### src/rtl/nbj_pkg.sv
// Shared definitions for the non-branch-jump redirect merge.
// Token layout (MSB..LSB): {kind, type, idx[IDX_W-1:0], pc[PC_W-1:0]}.
// The record stored in the queue and the correction register is the token without its kind bit.
package nbj_pkg;

    localparam logic KIND_PROCESS = 1'b0;
    localparam logic KIND_LAST    = 1'b1;

    function automatic int unsigned pc_lsb();
        return 0;
    endfunction

    function automatic int unsigned idx_lsb(input int unsigned pc_w);
        return pc_w;
    endfunction

    function automatic int unsigned type_pos(input int unsigned idx_w, input int unsigned pc_w);
        return pc_w + idx_w;
    endfunction

    function automatic int unsigned kind_pos(input int unsigned idx_w, input int unsigned pc_w);
        return pc_w + idx_w + 1;
    endfunction

    function automatic int unsigned rec_width(input int unsigned idx_w, input int unsigned pc_w);
        return 1 + idx_w + pc_w;
    endfunction

    function automatic int unsigned tok_width(input int unsigned idx_w, input int unsigned pc_w);
        return 2 + idx_w + pc_w;
    endfunction

endpackage

### src/rtl/nbj_rr_arbiter.sv
// Round-robin picker over NUM_CH eligibility lines.
// Ports:
//   clk, rst  - clock, asynchronous active-high reset
//   elig_i    - per-channel eligibility
//   grant_o   - one-hot grant (combinational), zero when nothing is eligible
// The pointer holds the last granted channel; search starts one past it.
module nbj_rr_arbiter #(
    parameter int unsigned NUM_CH = 2
) (
    input  logic              clk,
    input  logic              rst,
    input  logic [NUM_CH-1:0] elig_i,
    output logic [NUM_CH-1:0] grant_o
);

    localparam int unsigned PTR_W = (NUM_CH > 1) ? $clog2(NUM_CH) : 1;

    logic [PTR_W-1:0] ptr_q;
    logic [PTR_W-1:0] ptr_d;
    logic [PTR_W-1:0] cand;
    logic             found;

    // Walk channels in priority order p+1, p+2, ... and grant the first eligible one.
    always_comb begin
        grant_o = '0;
        ptr_d   = ptr_q;
        found   = 1'b0;
        cand    = '0;
        for (int unsigned k = 1; k <= NUM_CH; k++) begin
            cand = PTR_W'((32'(ptr_q) + k) % NUM_CH);
            if (!found && elig_i[cand]) begin
                found         = 1'b1;
                grant_o[cand] = 1'b1;
                ptr_d         = cand;
            end
        end
    end

    // Reset to the last channel so channel 0 wins the first contest.
    always_ff @(posedge clk or posedge rst) begin
        if (rst) begin
            ptr_q <= PTR_W'(NUM_CH - 1);
        end else begin
            ptr_q <= ptr_d;
        end
    end

endmodule

### src/rtl/nbj_redirect_merge.sv
// Merges NUM_CH redirect-token sources; process tokens go to a FIFO_DEPTH queue,
// last tokens are absorbed; every accepted token updates the correction register.
// Ports:
//   clk, rst       - clock, asynchronous active-high reset
//   i_valid/i_data - per-channel tokens, channel c at [c*TOK_W +: TOK_W]
//   o_ready        - one-hot combinational grant
//   i_flush        - synchronous flush of queue and correction valid
//   o_valid/o_data - queue head record {type, idx, pc}; i_ready pops it
//   o_corr_*       - correction register (last accepted token of either kind)
//   o_count        - queue occupancy
module nbj_redirect_merge
    import nbj_pkg::*;
#(
    parameter int unsigned NUM_CH     = 2,
    parameter int unsigned PC_W       = 32,
    parameter int unsigned IDX_W      = 3,
    parameter int unsigned FIFO_DEPTH = 2,
    localparam int unsigned REC_W     = 1 + IDX_W + PC_W,
    localparam int unsigned TOK_W     = 1 + REC_W,
    localparam int unsigned CNT_W     = $clog2(FIFO_DEPTH + 1)
) (
    input  logic                    clk,
    input  logic                    rst,
    input  logic [NUM_CH-1:0]       i_valid,
    input  logic [NUM_CH*TOK_W-1:0] i_data,
    output logic [NUM_CH-1:0]       o_ready,
    input  logic                    i_flush,
    output logic                    o_valid,
    output logic [REC_W-1:0]        o_data,
    input  logic                    i_ready,
    output logic                    o_corr_valid,
    output logic                    o_corr_type,
    output logic [IDX_W-1:0]        o_corr_idx,
    output logic [PC_W-1:0]         o_corr_pc,
    output logic [CNT_W-1:0]        o_count
);

    localparam int unsigned PTR_W    = (FIFO_DEPTH > 1) ? $clog2(FIFO_DEPTH) : 1;
    localparam int unsigned KIND_BIT = kind_pos(IDX_W, PC_W);
    localparam int unsigned TYPE_BIT = type_pos(IDX_W, PC_W);
    localparam int unsigned IDX_LO   = idx_lsb(PC_W);
    localparam int unsigned PC_LO    = pc_lsb();

    logic [REC_W-1:0]  mem_q [FIFO_DEPTH];
    logic [PTR_W-1:0]  wr_ptr_q, wr_ptr_d;
    logic [PTR_W-1:0]  rd_ptr_q, rd_ptr_d;
    logic [CNT_W-1:0]  count_q, count_d;
    logic              corr_valid_q;
    logic              corr_type_q;
    logic [IDX_W-1:0]  corr_idx_q;
    logic [PC_W-1:0]   corr_pc_q;

    logic [NUM_CH-1:0] kind_c;
    logic [NUM_CH-1:0] elig_c;
    logic [NUM_CH-1:0] grant_c;
    logic [TOK_W-1:0]  sel_tok_c;
    logic [REC_W-1:0]  sel_rec_c;
    logic              full_c;
    logic              deq_ok_c;
    logic              accept_c;
    logic              enq_c;
    logic              deq_c;

    assign full_c   = (count_q == CNT_W'(FIFO_DEPTH));
    assign deq_ok_c = (count_q != '0) && i_ready;

    // A process token may enter a full queue only when the head leaves the same cycle.
    always_comb begin
        kind_c = '0;
        elig_c = '0;
        for (int unsigned c = 0; c < NUM_CH; c++) begin
            kind_c[c] = i_data[c*TOK_W + KIND_BIT];
            elig_c[c] = i_valid[c] && !i_flush &&
                        ((kind_c[c] == KIND_LAST) || !full_c || deq_ok_c);
        end
    end

    nbj_rr_arbiter #(
        .NUM_CH (NUM_CH)
    ) u_arb (
        .clk     (clk),
        .rst     (rst),
        .elig_i  (elig_c),
        .grant_o (grant_c)
    );

    // One-hot grant makes an OR-of-masked-tokens mux sufficient.
    always_comb begin
        sel_tok_c = '0;
        for (int unsigned c = 0; c < NUM_CH; c++) begin
            if (grant_c[c]) begin
                sel_tok_c = sel_tok_c | i_data[c*TOK_W +: TOK_W];
            end
        end
    end

    assign sel_rec_c = sel_tok_c[REC_W-1:0];
    assign accept_c  = |grant_c;
    assign enq_c     = accept_c && (sel_tok_c[KIND_BIT] == KIND_PROCESS);
    assign deq_c     = deq_ok_c && !i_flush;

    // Queue pointer/occupancy next-state; flush overrides everything.
    always_comb begin
        wr_ptr_d = wr_ptr_q;
        rd_ptr_d = rd_ptr_q;
        count_d  = count_q;
        if (i_flush) begin
            wr_ptr_d = '0;
            rd_ptr_d = '0;
            count_d  = '0;
        end else begin
            if (enq_c) begin
                wr_ptr_d = (wr_ptr_q == PTR_W'(FIFO_DEPTH - 1)) ? '0 : wr_ptr_q + PTR_W'(1);
            end
            if (deq_c) begin
                rd_ptr_d = (rd_ptr_q == PTR_W'(FIFO_DEPTH - 1)) ? '0 : rd_ptr_q + PTR_W'(1);
            end
            case ({enq_c, deq_c})
                2'b10:   count_d = count_q + CNT_W'(1);
                2'b01:   count_d = count_q - CNT_W'(1);
                default: count_d = count_q;
            endcase
        end
    end

    // Queue storage, pointers and correction register.
    always_ff @(posedge clk or posedge rst) begin
        if (rst) begin
            for (int unsigned i = 0; i < FIFO_DEPTH; i++) begin
                mem_q[i] <= '0;
            end
            wr_ptr_q     <= '0;
            rd_ptr_q     <= '0;
            count_q      <= '0;
            corr_valid_q <= 1'b0;
            corr_type_q  <= 1'b0;
            corr_idx_q   <= '0;
            corr_pc_q    <= '0;
        end else begin
            wr_ptr_q <= wr_ptr_d;
            rd_ptr_q <= rd_ptr_d;
            count_q  <= count_d;
            if (enq_c) begin
                mem_q[wr_ptr_q] <= sel_rec_c;
            end
            if (i_flush) begin
                corr_valid_q <= 1'b0;
            end else if (accept_c) begin
                corr_valid_q <= 1'b1;
                corr_type_q  <= sel_tok_c[TYPE_BIT];
                corr_idx_q   <= sel_tok_c[IDX_LO +: IDX_W];
                corr_pc_q    <= sel_tok_c[PC_LO +: PC_W];
            end
        end
    end

    assign o_ready      = grant_c;
    assign o_valid      = (count_q != '0);
    assign o_data       = mem_q[rd_ptr_q];
    assign o_count      = count_q;
    assign o_corr_valid = corr_valid_q;
    assign o_corr_type  = corr_type_q;
    assign o_corr_idx   = corr_idx_q;
    assign o_corr_pc    = corr_pc_q;

endmodule

### config.mk
export PLATFORM = sky130hd
export DESIGN_NAME = nbj_redirect_merge
export DESIGN_NICKNAME = d
export VERILOG_FILES = /design/src/rtl/nbj_pkg.sv /design/src/rtl/nbj_rr_arbiter.sv /design/src/rtl/nbj_redirect_merge.sv
export SDC_FILE = /design/constraint.sdc
export NUM_CORES = 1
export LEC_CHECK = 0
export ABC_AREA = 1
export ABC_CLOCK_PERIOD_IN_PS = 10200
export CAP_MARGIN = 20
export CORE_ASPECT_RATIO = 0.75
export CORE_MARGIN = 5
export CORE_UTILIZATION = 51
export DETAILED_ROUTE_END_ITERATION = 8
export PLACE_DENSITY = 0.87
export SLEW_MARGIN = 20
export SYNTH_ARGS = -nofsm -noshare
export SYNTH_HDL_FRONTEND = slang
export SYNTH_SLANG_ARGS = --single-unit
### constraint.sdc
create_clock -name clk -period 10.2 [get_ports clk]
set_clock_uncertainty 0.2 [all_clocks]
set_input_delay 2.04 -clock clk [delete_from_list [all_inputs] [get_ports clk]]
set_output_delay 2.04 -clock clk [all_outputs]
set_load 0.005 [all_outputs]
==> metrics.md <==
| Metric | Value |
|---|---|
| Critical path data required time | `about 8 ns` |
| Largest net degree at the start of global routing | `74` |
| Initial antenna violation count | `0` |
| Max stage delay on crit path | `approximately 0.60 ns` |
| Post-route setup TNS | `0 ns` |
| Synth-to-Final Area Change | `39.1%` |
| Nets@finish | `approximately 900` |
| Area leader, netlist | `dfrtp_1` |
| Remaining DRCs | `0` |
| Footprint of the multi-input gates | `approximately 2100 um2` |
| Num ports | `approximately 160` |
| Pleak | `3.70 nW` |
| Yosys cell types | `27` |
| Pre-antenna DRT Iters | `5` |
| Slowest stage cell, crit path | `clkdlybuf4s50_1` |
| Register area share after synthesis | `52.8%` |
| Post-CTS sizing | `0` |
| Hold Path Class | `reg -> reg` |
| Routed Wire Length | `15.1 mm` |
| Root buf cell | `clkbuf_16` |
| Hold Startpoint | `mem_q[42]` |
| CP endpoint kind | `primary output` |
| Die Height | `slightly below 100 um` |
| Initial Util | `between 50% and 60%` |
| Outcome | `completed` |
| Synthesized instance count | `671` |
| Critical path peak fanout | `37` |
| Avg Inst Size Synth | `8.06 um2` |
| FF-to-FF setup slack | `about 7.8 ns` |
| WHS Path Cells | `2` |
| Post-CTS Setup Inserts | `0` |
| Register area | `roughly 2900 um2` |
| Clk_lat worst skew | `0.40 ns` |
| Final Setup Violations | `0` |
| Inserted Diodes | `0` |
| Max Transition Viols Final | `0` |
| Area fraction of the dominant cell type after synthesis | `52.3%` |
| Minimum clock period | `~6.6 ns` |
| Endpoint, Worst Hold | `mem_q[42]` |
| Fraction of registers with async set/reset | `100%` |
| Core region area | `between 10,000 and 15,000 um2` |
| Worst path arrival time | `about 4.4 ns` |
| Fin crit share | `around 65%` |
| Setup crit start kind | `input pin` |
| Placed insts | `933` |
| Most used cell, CP | `clkdlybuf4s50_1` |
| Layout Cells excl Fill | `between 900 and 1,000` |
| IO buf count | `157` |
| Worst Path Buf+Inv | `4` |
| Least-Margin Pin Slew | `0.847 ns` |
| Worst r2r path cells | `9` |
| Clock sink count | `between 100 and 150` |
| Crit-path cells | `clkdlybuf4s50_1 -> inv_2 -> nand2_1 -> a21oi_2 -> nand2_4 -> inv_4 -> clkdlybuf4s50_1` |
| TritonCTS clock tree | `done` |
| Layout cells sized above 1 | `8.44%` |
| Syn_nets | `between 700 and 800` |
| Reg-to-Reg Start | `o_count[1]` |
| Maxcap violations | `0` |
| Area of the mapped netlist | `between 5000 and 6000 um2` |
| Rel. slew slack | `between 40% and 50%` |
| Most instantiated library cell after synthesis | `nand2_1` |
| Num CTS Buffers | `17` |
| Vias per inst | `about 5.2` |
| Die W | `about 130 um` |
| DP HPWL | `9.96 mm` |
| R2r endpoint | `mem_q[71]` |
| Max clock buf depth | `2` |
| Yosys reg bits | `114` |
| RSZ-0062 raised after global routing | `false` |
| Via count | `5,026` |
| Area contributors post-synth | `dfrtp_1 (52%), nand2_1 (23%), o21ai_1 (4.7%)` |
| Violation count after the first detailed-route iteration | `about 370` |
| Hold_buf cts | `0` |
| Number of synthesized flops with an enable pin | `0` |
| DIE AREA | `about 13,000 um2` |
| Total chip power | `1.69 mW` |
| List of most frequent post-synthesis cells | `nand2_1 (336), dfrtp_1 (113), o21ai_1 (51)` |
| GR Overflow Total | `0` |
| Prevailing post-synth register cell | `dfrtp_1` |
| Global-route wire length before repair | `between 20 and 30 mm` |
| H-tree depth | `4` |
| Post-DR wirelength/cell | `15.7 um` |
| Power density cells | `around 220 nW/um2` |
| Clock transition at the registers of the reported paths | `0.06 ns` |
| Fmax | `between 0.15 and 0.2 GHz` |
| Vias in the first global route | `between 5,000 and 6,000` |
| Gp weighted congestion | `0.862` |
| Ys Warns | `0` |
| All-Layer GR Usage | `between 20 and 25%` |
| Final ANT Viol Nets | `0` |
| Row count | `32` |
| Peak supply drop | `around 130 uV` |
| Critical path class | `in -> out` |
| Top delay family on crit path | `buffers and inverters` |
| Fillers | `a little under 800` |
| Final hold vios | `0` |
## per-layer routing
layer,track usage [%],vias up,wire (um)
met5,0,-,0
met1,31.4,2371,6280
li1,-,2387,-
met4,8.72,0,315
met3,7.03,32,1160
met2,40.0,236,7380
## sequential cells by signal, summed over array words and instances, names as in the netlist
name / cells
rd_ptr_q: 1
o_corr_type: 1
o_count: 2
mem_q: 72
o_corr_valid: 1
o_corr_idx: 3
o_corr_pc: 32
u_arb.ptr_q: 1
wr_ptr_q: 1
## cell families (layout without fill, tap and decap cells)
| group | after synthesis | in the layout | synth area share, % |
|---|---|---|---|
| flip-flops | 114 | 114 | 52.8 |
| AO/OA/AOI/OAI | 79 | 79 | 8.89 |
| AND/OR/NAND/NOR | 394 | 394 | 30.0 |
| buffers and inverters | 84 | 242 | 8.31 |
## power breakdown
part | internal [mW] | switching, mW | total [mW] | leakage, nW
Clock | 0.390 | 0.209 | 0.598 | 0.285
Combinational | 0.234 | 0.221 | 0.455 | 1.94
Sequential | 0.567 | 0.0713 | 0.638 | 1.47
Total | 1.19 | 0.501 | 1.69 | 3.70
## worst max-delay path by stage
stage,from,endpoint,slack [ns],cells after the start
global route,i_flush,o_ready[1],3.42,7
floorplan,rst,mem_q[0],4.95,1
global placement,i_flush,o_ready[1],3.74,7
finish,i_flush,o_ready[1],3.59,7
CTS,i_flush,o_ready[1],3.58,7
detailed placement,i_flush,o_ready[1],3.58,7
## tightest hold or removal path, delay by kind of cell, from the launching register on
kind | cells | cell delay, ns
flip-flops | 1 | 0.34
AO/OA/AOI/OAI | 1 | 0.05
AND/OR/NAND/NOR | 1 | 0.06
## per-stage QoR
step	cell area (um2)	hold slack [ns]	util [%]	setup slack [ns]
finish	7520	0.282	72.8	3.59
global route	7520	0.303	72.8	3.42
CTS	7520	0.283	72.8	3.58
detailed placement	6920	0.269	66.9	3.58
global placement	6920	0.264	66.9	3.74
floorplan	5410	0.253	-	4.95
## layout make-up
cell class	count	share of cell area, %
Inverter	50	2.60
Tap cell	136	2.26
Sequential cell	114	38.0
Timing Repair Buffer	160	21.2
Clock inverter	13	2.15
Clock buffer	19	5.89
Multi-Input combinational cell	473	28.0
## placed cells by master (no fill, tap or decap), types with 4 or more instances in the layout
cell	count
nand2_1	336
clkdlybuf4s50_1	157
dfrtp_1	113
o21ai_1	51
inv_1	46
nand3_1	39
o21ai_2	18
clkbuf_16	17
o21ai_0	6
nand2_4	5
nor2_1	4
clkinvlp_4	4
No activity file was read; power rests on OpenSTA's default activity.
